### src/rtl/shot_turn_controller.sv
// shot_turn_controller: game-level shot/turn sequencer for the two-player billiard game.
// Samples cue controls once per frame, fires a one-cycle launch with signed x/y speeds,
// waits for all balls to settle, scores pocketed balls, switches turns and declares a winner.
//
// Latency: launchPulse rises in the cycle after the edge that samples shootKey release;
// score/currentPlayer/respawnCue update on the edge leaving evaluation.
// Backpressure: none; the block only reacts to startOfFrame and ball status levels.
//
// Optional feature macro: SHOT_TIMEOUT_EN (aim timeout that passes the turn after
// TIMEOUT_FRAMES idle frames in AIM). Undefined by default: AIM waits indefinitely.
//
// Ports:
//   clk, resetN                 clock, asynchronous active-low reset
//   startOfFrame                one-cycle frame pulse; all sampling/counting happens on it
//   shootKey, aimDir            cue controls (held = charge, release = fire; 8 directions)
//   ballStopped, ballKilled     per-ball status from the move logic (index 0 = cue ball)
//   launchPulse, launchX/YSpeed one-cycle launch command with registered speeds
//   respawnCue                  one-cycle cue-ball respawn request after a scratch
//   currentPlayer, score0/1     turn owner and per-player scores
//   power                       current charge level for the HUD
//   gameOver, winner, busy      end-of-game status; busy is high outside AIM

module shot_turn_controller #(
  parameter int NUM_BALLS      = 8,
  parameter int MIN_POWER      = 32,
  parameter int POWER_STEP     = 16,
  parameter int MAX_POWER      = 224,
  parameter int SETTLE_FRAMES  = 4,
  parameter int WIN_SCORE      = 4,
  parameter int TIMEOUT_FRAMES = 300
) (
  input  logic                 clk,
  input  logic                 resetN,
  input  logic                 startOfFrame,
  input  logic                 shootKey,
  input  logic [2:0]           aimDir,
  input  logic [NUM_BALLS-1:0] ballStopped,
  input  logic [NUM_BALLS-1:0] ballKilled,
  output logic                 launchPulse,
  output logic signed [31:0]   launchXSpeed,
  output logic signed [31:0]   launchYSpeed,
  output logic                 respawnCue,
  output logic                 currentPlayer,
  output logic [3:0]           score0,
  output logic [3:0]           score1,
  output logic [7:0]           power,
  output logic                 gameOver,
  output logic                 winner,
  output logic                 busy
);

  localparam int SC_W = $clog2(SETTLE_FRAMES + 1);
`ifdef SHOT_TIMEOUT_EN
  localparam int TO_W = $clog2(TIMEOUT_FRAMES + 1);
`endif

  typedef enum logic [2:0] {
    S_AIM,
    S_CHARGE,
    S_LAUNCH,
    S_ROLLING,
    S_SETTLE,
    S_EVALUATE,
    S_OVER
  } state_t;

  state_t                state_q, state_d;
  logic [7:0]            power_q, power_d;
  logic                  launch_q, launch_d;
  logic signed [31:0]    xspd_q, xspd_d;
  logic signed [31:0]    yspd_q, yspd_d;
  logic                  respawn_q, respawn_d;
  logic                  player_q, player_d;
  logic [3:0]            score0_q, score0_d;
  logic [3:0]            score1_q, score1_d;
  logic                  over_q, over_d;
  logic                  winner_q, winner_d;
  logic                  busy_q, busy_d;
  logic [NUM_BALLS-1:0]  mask_q, mask_d;
  logic [NUM_BALLS-1:0]  killed_prev_q;
  logic [1:0]            roll_cnt_q, roll_cnt_d;
  logic [SC_W-1:0]       settle_cnt_q, settle_cnt_d;
`ifdef SHOT_TIMEOUT_EN
  logic [TO_W-1:0]       tmo_cnt_q, tmo_cnt_d;
`endif

  // Shared datapath terms
  logic                  all_stopped;
  logic [NUM_BALLS-1:0]  kill_rise;
  logic [8:0]            power_sum;
  logic [7:0]            diag_mag;
  logic signed [31:0]    straight_spd;
  logic signed [31:0]    diag_spd;
  logic [7:0]            pocket_cnt;
  logic [7:0]            score_sum;
  logic [3:0]            cur_score;
  logic [3:0]            new_score;
  logic                  scratch;

  always_comb begin
    all_stopped  = &ballStopped;
    kill_rise    = ballKilled & ~killed_prev_q;
    power_sum    = {1'b0, power_q} + 9'(POWER_STEP);
    // 181/256 ~ 1/sqrt(2): diagonal magnitude keeps total speed close to power.
    diag_mag     = 8'(({8'd0, power_q} * 16'd181) >> 8);
    straight_spd = $signed({24'd0, power_q});
    diag_spd     = $signed({24'd0, diag_mag});
    // Only object balls score; the cue ball bit is the scratch flag.
    pocket_cnt   = '0;
    for (int i = 1; i < NUM_BALLS; i++) begin
      pocket_cnt = pocket_cnt + {7'd0, mask_q[i]};
    end
    cur_score    = player_q ? score1_q : score0_q;
    score_sum    = {4'd0, cur_score} + pocket_cnt;
    new_score    = (score_sum > 8'd15) ? 4'd15 : score_sum[3:0];
    scratch      = mask_q[0];
  end

  always_comb begin
    state_d      = state_q;
    power_d      = power_q;
    launch_d     = 1'b0;
    xspd_d       = '0;
    yspd_d       = '0;
    respawn_d    = 1'b0;
    player_d     = player_q;
    score0_d     = score0_q;
    score1_d     = score1_q;
    over_d       = over_q;
    winner_d     = winner_q;
    mask_d       = mask_q;
    roll_cnt_d   = roll_cnt_q;
    settle_cnt_d = settle_cnt_q;
`ifdef SHOT_TIMEOUT_EN
    tmo_cnt_d    = tmo_cnt_q;
`endif

    case (state_q)
      S_AIM: begin
        power_d = 8'(MIN_POWER);
        if (startOfFrame) begin
          // A press while anything still rolls is simply ignored.
          if (shootKey && all_stopped) begin
            state_d = S_CHARGE;
          end
`ifdef SHOT_TIMEOUT_EN
          else if (int'(tmo_cnt_q) + 1 >= TIMEOUT_FRAMES) begin
            player_d  = ~player_q;
            tmo_cnt_d = '0;
          end else begin
            tmo_cnt_d = tmo_cnt_q + 1'b1;
          end
`endif
        end
      end

      S_CHARGE: begin
        if (startOfFrame) begin
          if (shootKey) begin
            power_d = (power_sum > 9'(MAX_POWER)) ? 8'(MAX_POWER) : power_sum[7:0];
          end else begin
            // Release: speeds are registered together with the pulse.
            state_d  = S_LAUNCH;
            launch_d = 1'b1;
            case (aimDir)
              3'd0: begin xspd_d =  straight_spd; yspd_d = '0;            end
              3'd1: begin xspd_d =  diag_spd;     yspd_d =  diag_spd;     end
              3'd2: begin xspd_d = '0;            yspd_d =  straight_spd; end
              3'd3: begin xspd_d = -diag_spd;     yspd_d =  diag_spd;     end
              3'd4: begin xspd_d = -straight_spd; yspd_d = '0;            end
              3'd5: begin xspd_d = -diag_spd;     yspd_d = -diag_spd;     end
              3'd6: begin xspd_d = '0;            yspd_d = -straight_spd; end
              default: begin xspd_d = diag_spd;   yspd_d = -diag_spd;     end
            endcase
          end
        end
      end

      S_LAUNCH: begin
        mask_d       = '0;
        roll_cnt_d   = '0;
        settle_cnt_d = '0;
        state_d      = S_ROLLING;
      end

      S_ROLLING: begin
        mask_d = mask_q | kill_rise;
        if (startOfFrame) begin
          // The first two frames after launch are skipped so the move logic
          // has time to report the cue ball as moving.
          if (roll_cnt_q < 2'd2) begin
            roll_cnt_d = roll_cnt_q + 2'd1;
          end else if (all_stopped) begin
            // This frame is the first of the consecutive all-stopped run.
            settle_cnt_d = SC_W'(1);
            state_d      = (SETTLE_FRAMES <= 1) ? S_EVALUATE : S_SETTLE;
          end
        end
      end

      S_SETTLE: begin
        mask_d = mask_q | kill_rise;
        if (startOfFrame) begin
          if (!all_stopped) begin
            settle_cnt_d = '0;
            state_d      = S_ROLLING;
          end else if (int'(settle_cnt_q) + 1 >= SETTLE_FRAMES) begin
            state_d = S_EVALUATE;
          end else begin
            settle_cnt_d = settle_cnt_q + 1'b1;
          end
        end
      end

      S_EVALUATE: begin
        if (player_q) score1_d = new_score;
        else          score0_d = new_score;
        respawn_d = scratch;
        // Scratch always passes the turn; otherwise only an empty shot does.
        if (scratch || (pocket_cnt == 8'd0)) begin
          player_d = ~player_q;
        end
        if ({4'd0, new_score} >= 8'(WIN_SCORE)) begin
          over_d   = 1'b1;
          winner_d = player_q;
          state_d  = S_OVER;
        end else begin
          state_d  = S_AIM;
          power_d  = 8'(MIN_POWER);
        end
      end

      S_OVER: begin
        state_d = S_OVER;
      end

      default: begin
        state_d = S_AIM;
      end
    endcase

`ifdef SHOT_TIMEOUT_EN
    if (state_d != S_AIM) begin
      tmo_cnt_d = '0;
    end
`endif

    busy_d = (state_d != S_AIM);
  end

  always_ff @(posedge clk or negedge resetN) begin
    if (!resetN) begin
      state_q       <= S_AIM;
      power_q       <= 8'(MIN_POWER);
      launch_q      <= 1'b0;
      xspd_q        <= '0;
      yspd_q        <= '0;
      respawn_q     <= 1'b0;
      player_q      <= 1'b0;
      score0_q      <= '0;
      score1_q      <= '0;
      over_q        <= 1'b0;
      winner_q      <= 1'b0;
      busy_q        <= 1'b0;
      mask_q        <= '0;
      killed_prev_q <= '0;
      roll_cnt_q    <= '0;
      settle_cnt_q  <= '0;
`ifdef SHOT_TIMEOUT_EN
      tmo_cnt_q     <= '0;
`endif
    end else begin
      state_q       <= state_d;
      power_q       <= power_d;
      launch_q      <= launch_d;
      xspd_q        <= xspd_d;
      yspd_q        <= yspd_d;
      respawn_q     <= respawn_d;
      player_q      <= player_d;
      score0_q      <= score0_d;
      score1_q      <= score1_d;
      over_q        <= over_d;
      winner_q      <= winner_d;
      busy_q        <= busy_d;
      mask_q        <= mask_d;
      killed_prev_q <= ballKilled;
      roll_cnt_q    <= roll_cnt_d;
      settle_cnt_q  <= settle_cnt_d;
`ifdef SHOT_TIMEOUT_EN
      tmo_cnt_q     <= tmo_cnt_d;
`endif
    end
  end

  assign launchPulse   = launch_q;
  assign launchXSpeed  = xspd_q;
  assign launchYSpeed  = yspd_q;
  assign respawnCue    = respawn_q;
  assign currentPlayer = player_q;
  assign score0        = score0_q;
  assign score1        = score1_q;
  assign power         = power_q;
  assign gameOver      = over_q;
  assign winner        = winner_q;
  assign busy          = busy_q;

endmodule

### config.mk
export PLATFORM = sky130hd
export DESIGN_NAME = shot_turn_controller
export DESIGN_NICKNAME = d
export VERILOG_FILES = /design/src/rtl/shot_turn_controller.sv
export SDC_FILE = /design/constraint.sdc
export NUM_CORES = 1
export LEC_CHECK = 0
export ABC_CLOCK_PERIOD_IN_PS = 12400
export BUFFER_PORTS_ARGS = -buffer_cell sky130_fd_sc_hd__buf_2
export CAP_MARGIN = 40
export CORE_MARGIN = 1
export CORE_UTILIZATION = 55
export CTS_CLUSTER_DIAMETER = 80
export DETAILED_ROUTE_END_ITERATION = 7
export PLACE_DENSITY = 0.78
export SETUP_SLACK_MARGIN = 0.2
export SYNTH_ARGS = -nofsm -noshare
export SYNTH_HDL_FRONTEND = slang
export SYNTH_SLANG_ARGS = --single-unit
### constraint.sdc
create_clock -name clk -period 12.4 [get_ports clk]
set_input_delay 2.48 -clock clk [delete_from_list [all_inputs] [get_ports clk]]
set_output_delay 2.48 -clock clk [all_outputs]
set_load 0.05 [all_outputs]
==> results by group <==
Timing
  • Final hold violation count: 0
  • Setup_tns: 0 ns
  • Worst slew margin: 0.543
  • Period utilization: 0.367
  • Slew @ Worst Pin: 0.683 ns
  • Fmax: 220 MHz
  • Final Slew Violations: 0
  • RSZ-0062 raised after global routing: false
  • Hold_ws: 0.515 ns
  • Skew final: 0.0141 ns
  • Endpoints failing setup: 0
  • Period minus WS final: 4.55 ns

Critical path
  • Worst path bufs/invs: 1
  • Family with the most delay on the worst path: adder cells
  • Worst reg2reg endpoint: power[7]
  • Reg-to-reg slack, setup: 7.85 ns
  • Worst Setup SP: mask_q[1]
  • Crit path arrival time: 4.83 ns
  • CP Capture Point: power[7]
  • Req. time, crit path: 12.68 ns
  • Crit-path cells: fa_1, inv_1, fa_1, fa_1, fa_1, fa_1, nor2b_1, a21oi_1, o31a_1, nor4_2, a31oi_1, a21oi_1
  • CP max-delay cell: nor4_2
  • Setup crit start kind: register
  • Cell mode on critical path: fa_1
  • Worst path depth: 12
  • Critical R2R Launch: mask_q[1]
  • Cell depth of the worst flop-to-flop path: 12
  • Crit-path max cell delay: 0.62 ns
  • Setup Crit Path Kind: reg2reg
  • Critical Path Fanout Max: 8
  • Worst setup EP type: register

Die
  • Starting Density: 0.563
  • Die area: 9260 sq um
  • # rows: 34
  • CORE AREA: 8680 sq um
  • Chip width: 96.3 um
  • Die Ht: 96.3 um
  • IO Pins: 109

Synthesis
  • #FFs+latches synth: 72
  • Dominant cells by area after synthesis: dfrtp_1 (36%), ha_1 (9.5%), buf_4 (5.8%)
  • Area leader, netlist: dfrtp_1
  • Post-Syn Area: 4890 sq um
  • Post-synthesis compound-gate area fraction: 0.172
  • Simple-Gate Fraction of Synth Area: 0.180
  • Mux contribution to synthesized area: 0.0220
  • Ys Warns: 0
  • Ys async rst share: 1.00
  • Unique cell type count in the Yosys netlist: 72
  • Syn avg cell area: 9.38 sq um
  • Share of the synthesized area in the top cell type: 0.364
  • Mapped Cells: 521
  • Post-synthesis sequential area ratio: 0.369
  • Post-synth EDFFs: 0
  • Synth Flop Type: dfrtp_1
  • Post-Synth Adder-Cell Area: 0.136
  • Synth Area in XOR/XNOR: 0.0251
  • Largest family of logic cells by synthesized area: simple AND/OR/NAND/NOR gates

Route
  • Post-DR wirelength/cell: 14.9 um
  • Initial DRC Count: 270
  • Vias per inst: 5.75
  • Vias post-DR: 4025
  • DRC Markers: 0
  • Remaining antenna violation count: 0
  • Number of iterations in the first detailed-routing pass: 5
  • Post-Route WL: 10.4 mm

Run status
  • Status: finished clean

Placed design
  • Dpl cell area: 5220 sq um
  • Placer Congestion: 0.872
  • Placed Instances: 685
  • IO Port Bufs: 104
  • Post-DP HPWL: 7.79 mm

Worst hold path
  • Hold path startpoint: score1[1]
  • Hold crit path type: reg2reg

Clock network
  • Hold-fix buffers, CTS: 0
  • H-tree Lvls: 3
  • CTS Sinks: 72
  • Clock Tree Root: clkbuf_8
  • CTS buffer count: 9
  • # resized after CTS: 0
  • Longest Clk Path Bufs: 2
  • TritonCTS clock tree: done
  • Post CTS Setup Buffer Count: 0
  • Clock latency at the later pin of the worst-skew pair: 0.36 ns
  • Clk slew on worst S/H paths: 0.08 ns

Cells and area
  • Non-Filler Instances: 700
  • Antenna diodes: 0
  • Area Growth Syn to Fin: 10.7%
  • Fin nets: 658
  • Layout cells sized above 1: 0.248
  • Finished Cell Area: 5410 sq um

Run
  • Max Cap Violations: 0

Global route
  • First-pass GRT wire length: 16.5 mm
  • Largest net degree at the start of global routing: 59
  • Initial antenna violation count: 0
  • GRT Resource Usage Total: 0.231
  • Vias in the first global route: 3495
  • GR Overflow Total: 0
==> registers in the layout (all words and copies together), names as in the netlist <==
| signal | cells |
|---|---|
| launchXSpeed | 15 |
| respawnCue | 1 |
| roll_cnt_q | 2 |
| score1 | 4 |
| settle_cnt_q | 3 |
| killed_prev_q | 8 |
| state_q | 3 |
| power | 4 |
| launchYSpeed | 15 |
| winner | 1 |
| mask_q | 8 |
| currentPlayer | 1 |
| launchPulse | 1 |
| busy | 1 |
| score0 | 4 |
| gameOver | 1 |
==> layout by cell type (no fill, tap or decap), types with 2 or more instances in the layout <==
cell type,n
a211oi_1,5
a21oi_1,28
a221o_1,4
a221oi_1,2
a22oi_1,2
a311oi_1,3
a31oi_1,6
and2_1,4
and3_1,4
buf_2,104
clkbuf_8,9
clkinv_2,3
conb_1,9
dfrtp_1,71
fa_1,10
ha_1,37
inv_1,21
mux2_2,6
mux2i_1,4
nand2_1,35
nand2b_1,13
nand3_1,14
nand3b_1,3
nand4_1,4
nand4b_1,3
nor2_1,55
nor2b_1,8
nor3_1,8
nor3b_1,3
o211ai_1,5
o21a_1,3
o21ai_0,33
o21bai_1,3
o22ai_1,8
o31ai_1,4
or2_2,3
or3_1,4
xnor2_1,9
xor2_1,5
==> per-stage QoR <==
stage	util	setup slack, ns
3_3_place_gp	0.598	8.08
4_1_cts	0.623	7.85
6_report	0.623	7.85
3_5_place_dp	0.602	7.89
2_1_floorplan	-	8.09
5_1_grt	0.623	7.46
==> metal layers <==
metal	track usage	wire (um)	vias to the layer above
met2	0.371	4970	162
met3	0.0545	702	29
met1	0.305	4540	1911
met4	0.0796	216	0
li1	-	-	1923
met5	0	0	-
==> worst min-delay path by stage <==
stage                     depth (start not counted)  slack (ns)              end
after global routing                              1        0.55         gameOver
final                                             2        0.52        score1[1]
after global placement                            2        0.48        score1[0]
after detailed placement                          2        0.50        score1[1]
after CTS                                         2        0.52        score1[1]
after floorplan                                   1        0.49  settle_cnt_q[2]
==> cell usage after synthesis (5+ instances only) <==
master and count:
dfrtp_1 71, nor2_1 55, buf_4 38, ha_1 37, nand2_1 35, o21ai_0 33, a21oi_1 28, inv_1 21
clkbuf_1 15, nand3_1 14, nand2b_1 13, fa_1 10, xnor2_1 9, nor2b_1 8, nor3_1 8, o22ai_1 8
a31oi_1 6, mux2_2 6, a211oi_1 5, o211ai_1 5, xor2_1 5
==> tightest hold or removal path: stages (launching register included) <==
cell	delay, ns
dfrtp_1	0.37
nand2_1	0.05
o21ai_0	0.06
==> cells by family after synthesis <==
family	after synthesis
AO/OA/AOI/OAI	124
buffers and inverters	80
adder cells (fa/ha/maj)	47
other	1
flip-flops	72
AND/OR/NAND/NOR	173
XOR/XNOR	14
multiplexers	10
==> layout make-up <==
cell class / instances / area [sq um]
multi-input cells: 377 / 2650
clock inverters: 6 / 61.3
flip-flops and latches: 72 / 1800
fillers: 732 / 3270
clock buffers: 9 / 124
well taps: 108 / 135
repair buffers: 106 / 556
inverters: 22 / 82.6
Power is left out: the tool's default activity adds up to more than one toggle a clock period on the data nets, which glitch-free logic cannot reach.
